<file path="src/rtl/vid_axis_pkg.sv">
// rtl/vid_axis_pkg.sv - shared types and field layout for the native-to-AXI-Stream video path
package vid_axis_pkg;

    typedef enum logic [1:0] {
        IDLE    = 2'd0,
        WAIT_DE = 2'd1,
        ACTIVE  = 2'd2,
        DROP    = 2'd3
    } n2a_state_t;

    localparam int DSIZE_DEF = 24;
    localparam int FW        = DSIZE_DEF + 2;
    localparam int TUSER_BIT = FW - 1;
    localparam int TLAST_BIT = FW - 2;

    // FIFO word is {tuser, tlast, data}; these track the layout for any pixel width
    function automatic int tuser_idx(input int dsize);
        return dsize + 1;
    endfunction

    function automatic int tlast_idx(input int dsize);
        return dsize;
    endfunction

endpackage

</file>
<file path="src/rtl/vdma_sc_fifo.sv">
// rtl/vdma_sc_fifo.sv - single-clock first-word-fall-through FIFO with full/empty/count
module vdma_sc_fifo #(
    parameter int W     = 26,
    parameter int DEPTH = 16,
    localparam int AW   = $clog2(DEPTH)
) (
    input  logic          clock,
    input  logic          rst,
    input  logic          wr_en,
    input  logic [W-1:0]  wr_data,
    input  logic          rd_en,
    output logic [W-1:0]  rd_data,
    output logic          full,
    output logic          empty,
    output logic [AW:0]   count
);

    logic [W-1:0] mem [DEPTH];
    logic [AW:0]  wr_ptr;
    logic [AW:0]  rd_ptr;
    logic         wr_ok;
    logic         rd_ok;

    // Extra pointer MSB distinguishes full from empty when the index bits match
    assign empty = (wr_ptr == rd_ptr);
    assign full  = (wr_ptr[AW] != rd_ptr[AW]) && (wr_ptr[AW-1:0] == rd_ptr[AW-1:0]);
    assign count = wr_ptr - rd_ptr;

    // A write into a full FIFO is fine when the head is leaving in the same cycle
    assign wr_ok = wr_en && (!full || rd_en);
    assign rd_ok = rd_en && !empty;

    // Head word is read straight from storage, so it appears the cycle after its write
    assign rd_data = mem[rd_ptr[AW-1:0]];

    // Storage array; contents need no reset because empty masks them
    always_ff @(posedge clock) begin
        if (wr_ok) begin
            mem[wr_ptr[AW-1:0]] <= wr_data;
        end
    end

    // Pointer update; natural wrap-around of the AW+1 bit counters
    always_ff @(posedge clock) begin
        if (rst) begin
            wr_ptr <= '0;
            rd_ptr <= '0;
        end else begin
            if (wr_ok) wr_ptr <= wr_ptr + 1'b1;
            if (rd_ok) rd_ptr <= rd_ptr + 1'b1;
        end
    end

endmodule

</file>
<file path="src/rtl/native_to_axis.sv">
// rtl/native_to_axis.sv - native vsync/hsync/de video to AXI4-Stream video with overflow frame drop
module native_to_axis
    import vid_axis_pkg::*;
#(
    parameter int DSIZE  = DSIZE_DEF,
    parameter int DEPTH  = 16,
    parameter bit VS_POL = 1'b1
) (
    input  logic             clock,
    input  logic             rst,
    input  logic [15:0]      vactive,
    input  logic [15:0]      hactive,
    input  logic             vsync,
    input  logic             hsync,
    input  logic             de,
    input  logic [DSIZE-1:0] idata,
    output logic [DSIZE-1:0] axi_tdata,
    output logic             axi_tvalid,
    input  logic             axi_tready,
    output logic             axi_tuser,
    output logic             axi_tlast,
    output logic             overflow,
    output logic             frame_err,
    output logic             frame_done
);

    localparam int W  = DSIZE + 2;
    localparam int UB = tuser_idx(DSIZE);
    localparam int LB = tlast_idx(DSIZE);
    localparam int CW = $clog2(DEPTH) + 1;

    n2a_state_t state, state_nxt;

    logic             vs_lvl, vs_q, vs_edge;
    logic             stg_valid, stg_user, stg_last;
    logic [DSIZE-1:0] stg_data;
    logic [15:0]      pix_cnt, line_cnt, line_total;
    logic             pix_hit;
    logic             stage_en, wr_req, wr_en, wr_last, ovf_hit, chk_en, rd_en;
    logic [W-1:0]     wr_word, rd_word;
    logic             fifo_full, fifo_empty;
    logic [CW-1:0]    fifo_count;
    logic             unused_sigs;

    assign unused_sigs = hsync ^ (^fifo_count);

    // Normalise vsync so the active edge is always a rising edge
    assign vs_lvl  = vsync ^ !VS_POL;
    assign vs_edge = vs_lvl && !vs_q;
    assign pix_hit = (hactive != 16'd0) && (pix_cnt == hactive - 16'd1);

    // Registered copy of vsync for edge detection
    always_ff @(posedge clock) begin
        if (rst) vs_q <= 1'b0;
        else     vs_q <= vs_lvl;
    end

    // FSM state register
    always_ff @(posedge clock) begin
        if (rst) state <= IDLE;
        else     state <= state_nxt;
    end

    // FSM next state: vsync edges restart the frame, a refused write drops the rest
    always_comb begin
        state_nxt = state;
        case (state)
            IDLE:    if (vs_edge) state_nxt = WAIT_DE;
            WAIT_DE: if (de)      state_nxt = ACTIVE;
            ACTIVE:  if (vs_edge) state_nxt = WAIT_DE;
                     else if (ovf_hit) state_nxt = DROP;
            DROP:    if (vs_edge) state_nxt = WAIT_DE;
            default: state_nxt = IDLE;
        endcase
    end

    // FSM outputs: staging, FIFO write request, overflow detect, line-count check
    always_comb begin
        stage_en = de && ((state == WAIT_DE) || ((state == ACTIVE) && !vs_edge));
        wr_req   = stg_valid && (state == ACTIVE);
        ovf_hit  = wr_req && fifo_full && !rd_en;
        wr_en    = wr_req && !ovf_hit;
        chk_en   = vs_edge && ((state == ACTIVE) || (state == DROP));
    end

    // End of line is known one cycle late: de falling, hactive reached, or a frame edge
    assign wr_last    = stg_last || !de || vs_edge;
    assign wr_word    = {stg_user, wr_last, stg_data};
    assign line_total = line_cnt + {15'd0, wr_en && wr_last};

    // Staging register and per-line pixel counter
    always_ff @(posedge clock) begin
        if (rst) begin
            stg_valid <= 1'b0;
            stg_user  <= 1'b0;
            stg_last  <= 1'b0;
            stg_data  <= '0;
            pix_cnt   <= '0;
        end else if (stage_en) begin
            stg_valid <= 1'b1;
            stg_user  <= (state == WAIT_DE);
            stg_last  <= pix_hit;
            stg_data  <= idata;
            pix_cnt   <= pix_hit ? 16'd0 : pix_cnt + 16'd1;
        end else begin
            stg_valid <= 1'b0;
            stg_last  <= 1'b0;
            pix_cnt   <= '0;
        end
    end

    // Line counter, frame status pulses and sticky overflow
    always_ff @(posedge clock) begin
        if (rst) begin
            line_cnt   <= '0;
            frame_err  <= 1'b0;
            frame_done <= 1'b0;
            overflow   <= 1'b0;
        end else begin
            frame_err  <= chk_en && (vactive != 16'd0) && (line_total != vactive);
            frame_done <= wr_en && wr_last && (vactive != 16'd0) && ((line_cnt + 16'd1) == vactive);
            overflow   <= overflow || ovf_hit;
            if (vs_edge)               line_cnt <= '0;
            else if (wr_en && wr_last) line_cnt <= line_cnt + 16'd1;
        end
    end

    vdma_sc_fifo #(.W(W), .DEPTH(DEPTH)) u_fifo (
        .clock   (clock),
        .rst     (rst),
        .wr_en   (wr_en),
        .wr_data (wr_word),
        .rd_en   (rd_en),
        .rd_data (rd_word),
        .full    (fifo_full),
        .empty   (fifo_empty),
        .count   (fifo_count)
    );

    // Stream side; fields are forced to 0 when nothing is valid
    assign axi_tvalid = !fifo_empty;
    assign rd_en      = axi_tvalid && axi_tready;
    assign axi_tdata  = fifo_empty ? '0   : rd_word[DSIZE-1:0];
    assign axi_tuser  = fifo_empty ? 1'b0 : rd_word[UB];
    assign axi_tlast  = fifo_empty ? 1'b0 : rd_word[LB];

endmodule

</file>
<file path="config.mk">
export PLATFORM = sky130hd
export DESIGN_NAME = native_to_axis
export DESIGN_NICKNAME = d
export VERILOG_FILES = /design/src/rtl/vid_axis_pkg.sv /design/src/rtl/vdma_sc_fifo.sv /design/src/rtl/native_to_axis.sv
export SDC_FILE = /design/constraint.sdc
export NUM_CORES = 1
export LEC_CHECK = 0
export CAP_MARGIN = 0
export CORE_MARGIN = 2
export CORE_UTILIZATION = 63
export DETAILED_ROUTE_END_ITERATION = 10
export DONT_BUFFER_PORTS = 1
export PLACE_DENSITY = 0.86
export SLEW_MARGIN = 10
export SYNTH_ARGS = -nofsm -noshare
export SYNTH_HDL_FRONTEND = slang
export SYNTH_SLANG_ARGS = --single-unit
</file>
<file path="constraint.sdc">
create_clock -name clock -period 5.2 [get_ports clock]
set_input_delay 0.52 -clock clock [delete_from_list [all_inputs] [get_ports clock]]
set_output_delay 0.52 -clock clock [all_outputs]
set_load 0.01 [all_outputs]
</file>
[After elaboration in Yosys (flattened, before gate mapping)]
Memories as Yosys holds them, arrays and structs flattened. A register that Yosys moved wholly into a read port is not among the register bits.
Cells that the tools add are included.
Widths: inputs -> output; s select.
Operators by class
  add/subtract/negate cells: 6
  eq/ne operators: 12
  muxes and demuxes: 13
  bitwise logic cells: 1
  reductions and logical operators: 39
Operators with widths (number)
  $add 16x1->16 const B: 2
  $eq 16x16->1: 2
  $reduce_bool 16->1: 2
  $mux 24: 1
  $logic_and 1x1->1: 18
  $add 16x1->16: 1
  $ne 16x16->1: 1
  $sub 16x1->16 const B: 1
  $add 5x1->5 const B: 2
  $mux 2: 4
  $mux 4: 2
  $logic_not 1->1: 7
  $logic_or 1x1->1: 6
  $pmux 2 s3: 1
  $reduce_or 2->1: 3
  $eq 5x5->1: 1
  $mux 1: 5
  $eq 2x2->1 const B: 2
  $eq 4x4->1: 1
  $ne 3x3->1 const B: 1
  $reduce_and 3->1: 1
  $reduce_or 3->1: 1
  $eq 2x1->1 const B: 1
  $logic_not 2->1: 1
  other kinds (4): 4
Storage, ports and cells
  register bits: 75
  bits in writable memories: 416
  input port bits: 62
  output and inout port bits: 30
  memories kept: 1
Memory list
  u_fifo.mem: depth 16, bits a word 26, rd ports 1, clocked after Yosys merged registers in 1, wr ports 1, RTL line vdma_sc_fifo.sv:18  | logic [W-1:0] mem [DEPTH];

[Depth between registers and ports, before layout]
Gate-level depths: netlist of the first run.
  word-level depth: 11
  mapped depth: 13

[By module]
A second synthesis of the first run with hierarchy kept.
Second synthesis, totals
  cells, all modules: 1301
  area total of the unflattened synthesis: 20878.8 um^2
Modules (own cells, without submodules)
  vdma_sc_fifo: times used 1, cells an instance 737, area each 16602.2 um^2, sequential area each 12772.2 um^2
  native_to_axis: times used 1, cells an instance 564, area each 4276.6 um^2, sequential area each 1301.2 um^2

[Worst setup path after synthesis of the first run]
Ideal clock, no wire load.
  kind: register -> register
  start point: register u_fifo.wr_ptr[3]
  end point: memory u_fifo.mem[3][0] (enable)
  arrival time: 3.248 ns
  required time: 4.758 ns
  slack: 1.510 ns
  cell stages (with the launch flop): 7
  path buffers: 1
  period minus slack after synthesis: 3.690 ns
  cells stage by stage: dfxtp_1 clkbuf_1 xor2_1 nor4_1 a21oi_1 nand2_1 nor3_1
On the way
  cells in the longest elaborated chain, start to end: 10
  elaborated cells between the ends (all ways): 15
  those cells by class: eq/ne: 2; mux: 2; reduce/logical: 11
Ends and longest elaborated chain
  start, declared: RTL line vdma_sc_fifo.sv:19  | logic [AW:0] wr_ptr;
  start signal, assigned: RTL line vdma_sc_fifo.sv:49  | if (wr_ok) wr_ptr <= wr_ptr + 1'b1;
  $eq 5x5->1: RTL line vdma_sc_fifo.sv:25  | assign empty = (wr_ptr == rd_ptr);
  $logic_not 1->1: RTL line native_to_axis.sv:141  | assign axi_tvalid = !fifo_empty;
  $logic_and 1x1->1: RTL line native_to_axis.sv:142  | assign rd_en = axi_tvalid && axi_tready;
  $logic_not 1->1: RTL line native_to_axis.sv:81  | ovf_hit = wr_req && fifo_full && !rd_en;
  $logic_and 1x1->1: RTL line native_to_axis.sv:81
  $logic_not 1->1: RTL line native_to_axis.sv:82  | wr_en = wr_req && !ovf_hit;
  $logic_and 1x1->1: RTL line native_to_axis.sv:82
  $logic_and 1x1->1: RTL line vdma_sc_fifo.sv:30  | assign wr_ok = wr_en && (!full || rd_en);
  $mux 1: RTL line vdma_sc_fifo.sv:38  | if (wr_ok) begin
  $mux 1 (implied by the code): RTL line vdma_sc_fifo.sv:39  | mem[wr_ptr[AW-1:0]] <= wr_data;
  end, declared: RTL line vdma_sc_fifo.sv:18
Parallel ways exist; a longest one is shown, timed or not.

==> reports/results.ini, run 1 <==
[timing]
worstMarginPinSlew_ps = 1222
fin_crit_ps = 3817
finalMaxSlewViolations = 0
clock_skew_ps = 21.65
max_freq_ghz = 0.2620
fin_hold_ws_ps = 17.81
hold_viol = 0
setup_tns_ps = 0
maxSlewHeadroom_pct = 18.35
rsz0062_at_grt = no
setup_viol_count_final = 0
timing.final.crit_share_pct = 73.40

[route]
drc = 0
drt-initial-drc-count = 1121
vias_per_cell = 6.766
ant_nets = 0
wl_per_cell_um = 29.08
vias = 11080
drt_pass1_iterations = 5
routed_wirelength_mm = 47.64

[logic_synthesis]
syn_area_mm2 = 0.02043
ys_ff_latch = 495
synthArstFlopShare_pct = 0
synth_fp_nets = 1277
yosysUniqueCellTypes = 56
syn_avg_cell_area_um2 = 17.01
ys.flop_type = edfxtp_1
synth_edf_count = 416
syn_inst = 1201
ys_seq_area_share_pct = 68.90
yosys_warnings = 0

[die]
io_pins = 92
die_area_mm2 = 0.03388
initial_core_util_pct = 64.40
row_count = 65
coreArea_mm2 = 0.03172
fp.dieW_um = 184.1
fp.dieH_um = 184.1

[setup_path]
rr_worst_depth = 6
cp-end-kind = output port
critPathKind = register to output port
cp_max_fo = 49
timing.rr.start = u_fifo.wr_ptr[2]$_SDFFE_PP0P_
worstSetupStartpointType = register
crit_arrival_ps = 3300
required_ps = 4680
r2r_setup_slack_ps = 1570

[clocking]
path_clk_slew_ps = 60
clk_latency_ps = 580
htree_levels = 2
ctsResizeCount = 0
cts-buffers-inserted = 47
cts_root_buffer = clkbuf_16
cts_hold_buf = 1
cts_setup_buffers = 0
cts_tree = built
clock-sinks = 495
cts_buffer_depth = 3

[placement]
port_buffers = 0
gp_congestion = 0.8772
dpl.hpwl_mm = 24.34

[power_and_ir_drop]
powerDensity_mw_per_mm2 = 379.8
cellLeakagePower_nw = 7.011
irDropWorstVdd_uv = 281.8

[worst_hold_path]
hold_start = rst
hold_path.class = input pin to register
whs_path_depth = 1

[finish]
drive_gt1_share_pct = 20.31
area_delta_synth_final_pct = 10.17
layout_common_cells = 416 x edfxtp_1, 130 x mux4_2, 91 x nand2_1
fin_nets = 1275
multiInputGateArea_mm2 = 0.006151
fill_cells = 1839
ff_latch_area_mm2 = 0.01408
layout_commonest_cell = edfxtp_1
diodes = 0

[status]
outcome = finished, final reports clean

[global_route]
track_usage_pct = 29.27
grt_pass1_vias = 11530
grt_pass1_wl_mm = 71.23
antenna_found_initial = 0
overflow = 0
grt_start_max_net_pins = 68

[run]
drv_cap = 0

==> metrics by stage <==
stage	util [%]	area (µm²)	cells	total power [mW]	worst slack [ps]
after floorplan	-	20430	1201	4.983	1510
after global placement	65.98	20930	1551	5.118	1907
after detailed placement	65.98	20930	1551	5.157	1858
after CTS	70.95	22500	1638	8.576	1290
after global routing	70.95	22500	1638	8.765	1165
final	70.95	22500	1638	8.548	1383
==> metal layers <==
layer	up-vias	GRT usage (%)	share of wire (%)
met1	5663	37.23	37
met5	-	0	0
met3	118	4.972	7.8
met2	588	50.55	52
li1	4714	-	-
met4	0	11.97	3.7
==> cell type report <==
class / count / area share (%)
clock buffer: 69 / 6.177
clock inverter: 17 / 0.7784
inverter: 12 / 0.2002
multi-input combinational: 624 / 27.33
sequential: 495 / 62.58
tap: 402 / 2.235
timing repair buffer: 19 / 0.7005
==> sequential cells by signal (all words and copies together) (netlist names), 2 cells and up, named ones only <==
signal,count
u_fifo.mem,416
stg_data,24
line_cnt,16
pix_cnt,16
u_fifo.rd_ptr,5
u_fifo.wr_ptr,5
state,2
==> power breakdown <==
group | leakage (nW) | internal, mW | switching (mW) | total (mW)
registers | 4.47 | 4.47 | 0.172 | 4.64
clock network | 0.771 | 1.97 | 1.49 | 3.46
logic | 1.77 | 0.182 | 0.269 | 0.451
total | 7.01 | 6.62 | 1.93 | 8.55
==> final timing paths <==
path,endpoint
worst max-delay path,axi_tdata[9]
worst min-delay path,vs_q$_SDFF_PP0_
worst max register to register,u_fifo.mem[1][18]$_DFFE_PP_
worst min register to register,overflow$_SDFF_PP0_
==> cell usage after synthesis (all sizes together) (14+ instances only) <==
cell type	instances	share of area (%)
nand2	91	1.7
buf	19	0.42
nand3	24	0.59
a21oi	32	0.78
clkbuf	51	0.94
nand4	19	0.58
ha	14	0.86
dfxtp	79	7.7
mux4	130	14
and2	31	0.95
nor2	64	1.2
edfxtp	416	61
nor3	15	0.37
xnor2	46	2.0
xor2	44	1.9
nor4	26	0.83
==> logic make-up (layout without fill, tap and decap cells) <==
| logic type | Yosys count | count (layout) | synth area share (%) |
|---|---|---|---|
| and+or+nand+nor | 309 | 309 | 7.749 |
| DFF | 495 | 495 | 68.90 |
| muxes | 138 | 138 | 14.73 |
| xor gates and xnor gates | 90 | 90 | 3.859 |
| adders and majority gates | 14 | 14 | 0.8576 |
| buffers and inverters | 82 | 117 | 1.580 |
| AOI/OAI and AO/OA | 73 | 73 | 2.328 |
==> worst max-delay path, stage by stage (launching register included) <==
cell,delay (ps)
dfxtp_4,970
buf_4,440
mux4_2,580
mux4_2,450
and2_1,200
Power figures use the tool's default switching activity.
==> inputs of run 2 (changes only) <==
ABC_AREA = 1   (was unset)
CORE_UTILIZATION = 57   (was 63)
PLACE_DENSITY = 0.82   (was 0.86)
clock period = 3.2 ns   (was 5.2 ns; I/O delays follow)
==> run 2 against run 1 <==
  * Clock power is 62% higher
  * Critical path type unchanged
  * First-iteration DRC count increased by 53%
  * Largest power group unchanged
  * Cell count grew 60%
  * Sequential power up 74%
  * Register-to-register slack got worse by 1200 ps
  * Setup slack lost 1200 ps
  * Wire length increased by 8.3%
==> reports/results.ini, run 2 <==
[status]
outcome = finished, final reports clean

[finish]
ff_latch_area_mm2 = 0.01408
drive_gt1_share_pct = 9.436
fin_util_pct = 65.36
multiInputGateArea_mm2 = 0.006226
fin_nets = 2147
diodes = 0
area_delta_synth_final_pct = 13.15
fill_cells = 2707
layout_commonest_cell = edfxtp_1
largest_register_ff_count = 416
layout_common_cells = 416 x edfxtp_1, 304 x inv_1, 227 x nand2_1

[timing]
timing.final.crit_share_pct = 95.68
rsz0062_at_grt = no
hold_viol = 0
clock_skew_ps = 21.49
worstMarginPinSlew_ps = 946.3
max_freq_ghz = 0.3266
setup_tns_ps = 0
finalMaxSlewViolations = 0
maxSlewHeadroom_pct = 36.82
fin_crit_ps = 3062
setup_viol_count_final = 0

[global_route]
grt_pass1_vias = 14970
antenna_found_initial = 0
overflow = 0
track_usage_pct = 26.32
grt_pass1_wl_mm = 79.72
grt_start_max_net_pins = 82

[logic_synthesis]
ys_ff_latch = 495
synth_fp_nets = 2107
yosys_warnings = 0
syn_avg_cell_area_um2 = 10.71
synth.area.top_cells = edfxtp_1 57%, dfxtp_1 7.3%, inv_1 5.2%
syn_area_mm2 = 0.02176
ys.flop_type = edfxtp_1
syn_inst = 2031
synthArstFlopShare_pct = 0
yosysMostFrequentCell = edfxtp_1
synth_top_area_share_pct = 57.42
yosysUniqueCellTypes = 44
ys_seq_area_share_pct = 64.69
synth_edf_count = 416
yosys.area.top_type = edfxtp_1
netlist_top_cells_count = 416 x edfxtp_1, 304 x inv_1, 227 x nand2_1

[power_and_ir_drop]
irDropWorstVdd_uv = 738.9
powerDensity_mw_per_mm2 = 675.9
cellLeakagePower_nw = 8.899

[worst_hold_path]
hold_path.class = input pin to register

[route]
routed_wirelength_mm = 51.61
drt_pass1_iterations = 7
vias_per_cell = 5.805
drc = 0
vias = 15210
wl_per_cell_um = 19.70
ant_nets = 0
drt-initial-drc-count = 1720

[setup_path]
slowest_stage = dfxtp_4
worstSetupStartpointType = register
critPathKind = register to output port
cp.buffers_inverters = 1
path_delay_family = compound AO/OA/AOI/OAI gates
worstPathCellList = buf_4, o21ai_0, a21oi_1, o22ai_1, a211oi_1
max_stage_delay_ps = 830
required_ps = 2880
cp_max_fo = 62
crit_arrival_ps = 2740
cp-end-kind = output port

[clocking]
cts-buffers-inserted = 49
cts_root_buffer = clkbuf_16
htree_levels = 2
clk_latency_ps = 580
cts_buffer_depth = 3
path_clk_slew_ps = 60
cts_tree = built
clock-sinks = 495

[die]
coreArea_mm2 = 0.03767
die_area_mm2 = 0.03975
initial_core_util_pct = 57.76
io_pins = 92
fp.dieH_um = 199.4
row_count = 71
fp.dieW_um = 199.4

[placement]
dpl.hpwl_mm = 29.53
port_buffers = 0
gp_congestion = 0.8855

[run]
drv_cap = 0

[run 2: cell type report]
class | count | share of cell area [%]
flip-flops and latches | 495 | 57.20
multi-input cells | 1126 | 25.29
clock buffers | 67 | 5.809
inverters | 309 | 4.722
repair buffers | 90 | 3.751
well taps | 511 | 2.597
clock inverters | 22 | 0.6252
[run 2: power by group]
| part | switching, mW | internal [mW] | leakage, nW |
|---|---|---|---|
| combinational | 1.88 | 1.08 | 3.66 |
| sequential | 0.584 | 7.47 | 4.47 |
| clock | 2.40 | 3.22 | 0.777 |
[run 2: cell families (layout without fill, tap and decap cells)]
logic type      Yosys count  count (layout)  synth area share [%]
mux                      11              11                0.5061
flops                   495             495                 64.69
xor+xnor                 73              73                 2.939
simple gates            498             498                 10.32
compound gates          530             530                 13.38
buf+inv                 410             488                 7.367
fa+ha+maj                14              14                0.8052
[run 2: per-stage QoR]
| step | instances | hold WS [ps] | total power, mW | setup WS (ps) | cell area, µm² |
|---|---|---|---|---|---|
| 6_report | 2620 | 11.12 | 16.64 | 138.2 | 24620 |
| 5_1_grt | 2620 | 21.51 | 17.30 | 41.82 | 24620 |
| 4_1_cts | 2620 | 2.717 | 16.62 | 30.30 | 24600 |
| 3_5_place_dp | 2504 | 392.6 | 10.97 | 458.1 | 22730 |
| 3_3_place_gp | 2504 | 391.3 | 10.81 | 494.3 | 22730 |
| 2_1_floorplan | 2031 | 444.9 | 9.964 | 460.0 | 21760 |
[run 2: path summary, 6_finish.rpt]
| kind | start | endpoint | slack (ps) | depth (start not counted) |
|---|---|---|---|---|
| hold reg to reg | u_fifo.wr_ptr[4]$_SDFFE_PP0P_ | u_fifo.wr_ptr[4]$_SDFFE_PP0P_ | 510 | 2 |
| setup reg to reg | u_fifo.wr_ptr[0]$_SDFFE_PP0P_ | frame_err$_SDFF_PP0_ | 350 | 19 |
| setup / recovery | register | axi_tdata[9] | 140 | 5 |
| hold / removal | idata[7] | stg_data[7]$_SDFFE_PP0P_ | 10 | 2 |
[run 2: layer usage]
layer  part of all wire [%]  global-route usage (%)  vias to the layer above  routed length, µm
met1                     38                   34.14                     7198              19410
met2                     48                   43.90                      820              24960
met4                    3.3                   9.986                        0               1719
li1                       -                       -                     7055                  -
met5                      0                       0                        -                  0
met3                     11                   5.418                      137               5514
[run 2: timing repair]
| action | in CTS | in global routing |
|---|---|---|
| setup buffers | 1 | 0 |
| hold buffers | 26 | 0 |
| endpoints found under the setup margin | 2 | 8 |
| resized for setup | 0 | 5 |
| hold endpoints to repair | 32 | 0 |
==> inputs of run 3 (changes only) <==
SETUP_SLACK_MARGIN = 0.4   (was unset)
==> run 3 against run 2 <==
  * Utilization up 0.65 points
  * Largest power group unchanged
  * Clock power about the same
  * Maximum frequency up 13%
  * Non-clock buffer count up 12
  * Critical path depth up 3
  * Clock skew up 6.6 ps
  * First-iteration DRC count up 22%
  * Combinational power up 12%
  * Final area up 1.0%
  * Cell count up 0.46%
==> reports/results.ini, run 3 (synthesis gave the netlist of run 2 again) <==
[setup_path]
critPathKind = register to output port
crit_arrival_ps = 2390
rr_worst_depth = 19
required_ps = 2880
worstSetupStartpointType = register
worstPathCellList = buf_4, clkbuf_16, a21oi_1, o21ai_0, nand3_1, a21oi_1, a211oi_1, buf_4
slowest_stage = dfxtp_4
cp-end-kind = output port
r2r_setup_slack_ps = 530
cp_max_fo = 40
path_delay_family = compound AO/OA/AOI/OAI gates
max_stage_delay_ps = 430
crit_cells = 8
cp.buffers_inverters = 3

[finish]
layout_commonest_cell = edfxtp_1
area_delta_synth_final_pct = 14.28
layout_common_cells = 416 x edfxtp_1, 303 x inv_1, 225 x nand2_1
fin_nets = 2159
largest_register_ff_count = 416
diodes = 0
drive_gt1_share_pct = 10.94
fill_cells = 2649
fin_util_pct = 66.01

[timing]
worstMarginPinSlew_ps = 728.8
setup_viol_count_final = 0
clock_skew_ps = 28.05
maxSlewHeadroom_pct = 51.34
finalMaxSlewViolations = 0
hold_viol = 0
setup_tns_ps = 0
rsz0062_at_grt = yes
max_freq_ghz = 0.3696
timing.final.crit_share_pct = 84.56
fin_crit_ps = 2706

[route]
drt-initial-drc-count = 2094
ant_nets = 0
drt_pass1_iterations = 7
wl_per_cell_um = 20.32
vias_per_cell = 5.860
routed_wirelength_mm = 53.49
drc = 0
vias = 15420

[die]
io_pins = 92
fp.dieH_um = 199.4
row_count = 71
initial_core_util_pct = 57.76
die_area_mm2 = 0.03975
fp.dieW_um = 199.4
coreArea_mm2 = 0.03767

[placement]
dpl.hpwl_mm = 29.53
port_buffers = 0
gp_congestion = 0.8855

[clocking]
cts-buffers-inserted = 49
cts_tree = built
cts_root_buffer = clkbuf_16
htree_levels = 2
clk_latency_ps = 580
cts_buffer_depth = 3
path_clk_slew_ps = 70
clock-sinks = 495

[power_and_ir_drop]
irDropWorstVdd_uv = 739.4
p_int_mw = 11.91
powerDensity_mw_per_mm2 = 681.3
pwr-share-clk_pct = 33.3
switching_share_pct = 29.67
p_switching_mw = 5.026
cellLeakagePower_nw = 8.996
pwr-share-comb_pct = 19.6
seqPwrFrac_pct = 47.2

[global_route]
grtUsageMet1_pct = 34.53
grt_start_max_net_pins = 82
antenna_found_initial = 0
grt.busiest_layer = met2
use_met2_pct = 44.46
track_usage_pct = 26.83
overflow = 0
use_met3_pct = 5.873
grt_pass1_vias = 15120
grt_pass1_wl_mm = 80.99

[run]
drv_cap = 0

[status]
outcome = finished, final reports clean

[worst_hold_path]
hold_path.class = input pin to register
whs_path_depth = 2

==> run 3: changes by cell type in the layout (fill, tap and decap cells not counted), moves of 2 or more <==
| cell | change |
|---|---|
| a211oi_1 | -9 |
| a211oi_2 | +9 |
| buf_16 | +2 |
| buf_4 | +6 |
| buf_6 | +2 |
| clkbuf_16 | +2 |
| dfxtp_1 | -6 |
| dfxtp_2 | +6 |
| nand2_1 | -2 |
| nand2_2 | +2 |
| nor2_1 | -2 |
==> run 3: what timing repair did <==
item                       CTS  global route
hold buffers                26             0
setup endpoints to repair   26            51
pin swaps                    0             1
hold endpoints to repair    32             0
cloned                       0             2
setup buffers                8             3
gates resized for setup     12            20
==> run 3: layout make-up <==
type | count | area (µm²) | area share, %
clock buffer | 67 | 1430 | 5.752
clock inverter | 22 | 153.9 | 0.6190
inverter | 309 | 1170 | 4.705
multi-input combinational | 1126 | 6289 | 25.29
sequential | 495 | 14090 | 56.67
tap | 511 | 639.4 | 2.572
timing repair buffer | 102 | 1091 | 4.388
==> run 3: layer usage <==
layer  share of wire, %  up-vias
met5                  0        -
met1                 38     7333
met3                 10      157
li1                   -     7081
met2                 48      852
met4                4.1        0
==> run 3: power by group through the flow <==
stage,Combinational [mW],Clock [mW],Sequential [mW]
after floorplan,2.13,0,7.83
after global placement,2.65,0,8.15
after detailed placement,2.78,0,8.19
after CTS,3.16,5.66,7.96
after global routing,3.65,5.92,8.03
final,3.31,5.63,7.99
==> run 3: path summary, 6_finish.rpt <==
path	start	to
setup / recovery	register	axi_tdata[17]
hold reg to reg	u_fifo.rd_ptr[0]$_SDFFE_PP0P_	register
hold / removal	idata[7]	stg_data[7]$_SDFFE_PP0P_
setup reg to reg	u_fifo.wr_ptr[0]$_SDFFE_PP0P_	frame_err$_SDFF_PP0_
==> run 3: per-stage QoR <==
step	hold WS, ps	std cells	power [mW]	instance area, µm²	setup WS [ps]
final	25.37	2632	16.94	24860	494.0
after global routing	21.16	2632	17.60	24860	294.8
after CTS	2.717	2627	16.78	24730	410.2
after detailed placement	392.6	2504	10.97	22730	458.1
after global placement	391.3	2504	10.81	22730	494.3
after floorplan	444.9	2031	9.964	21760	460.0
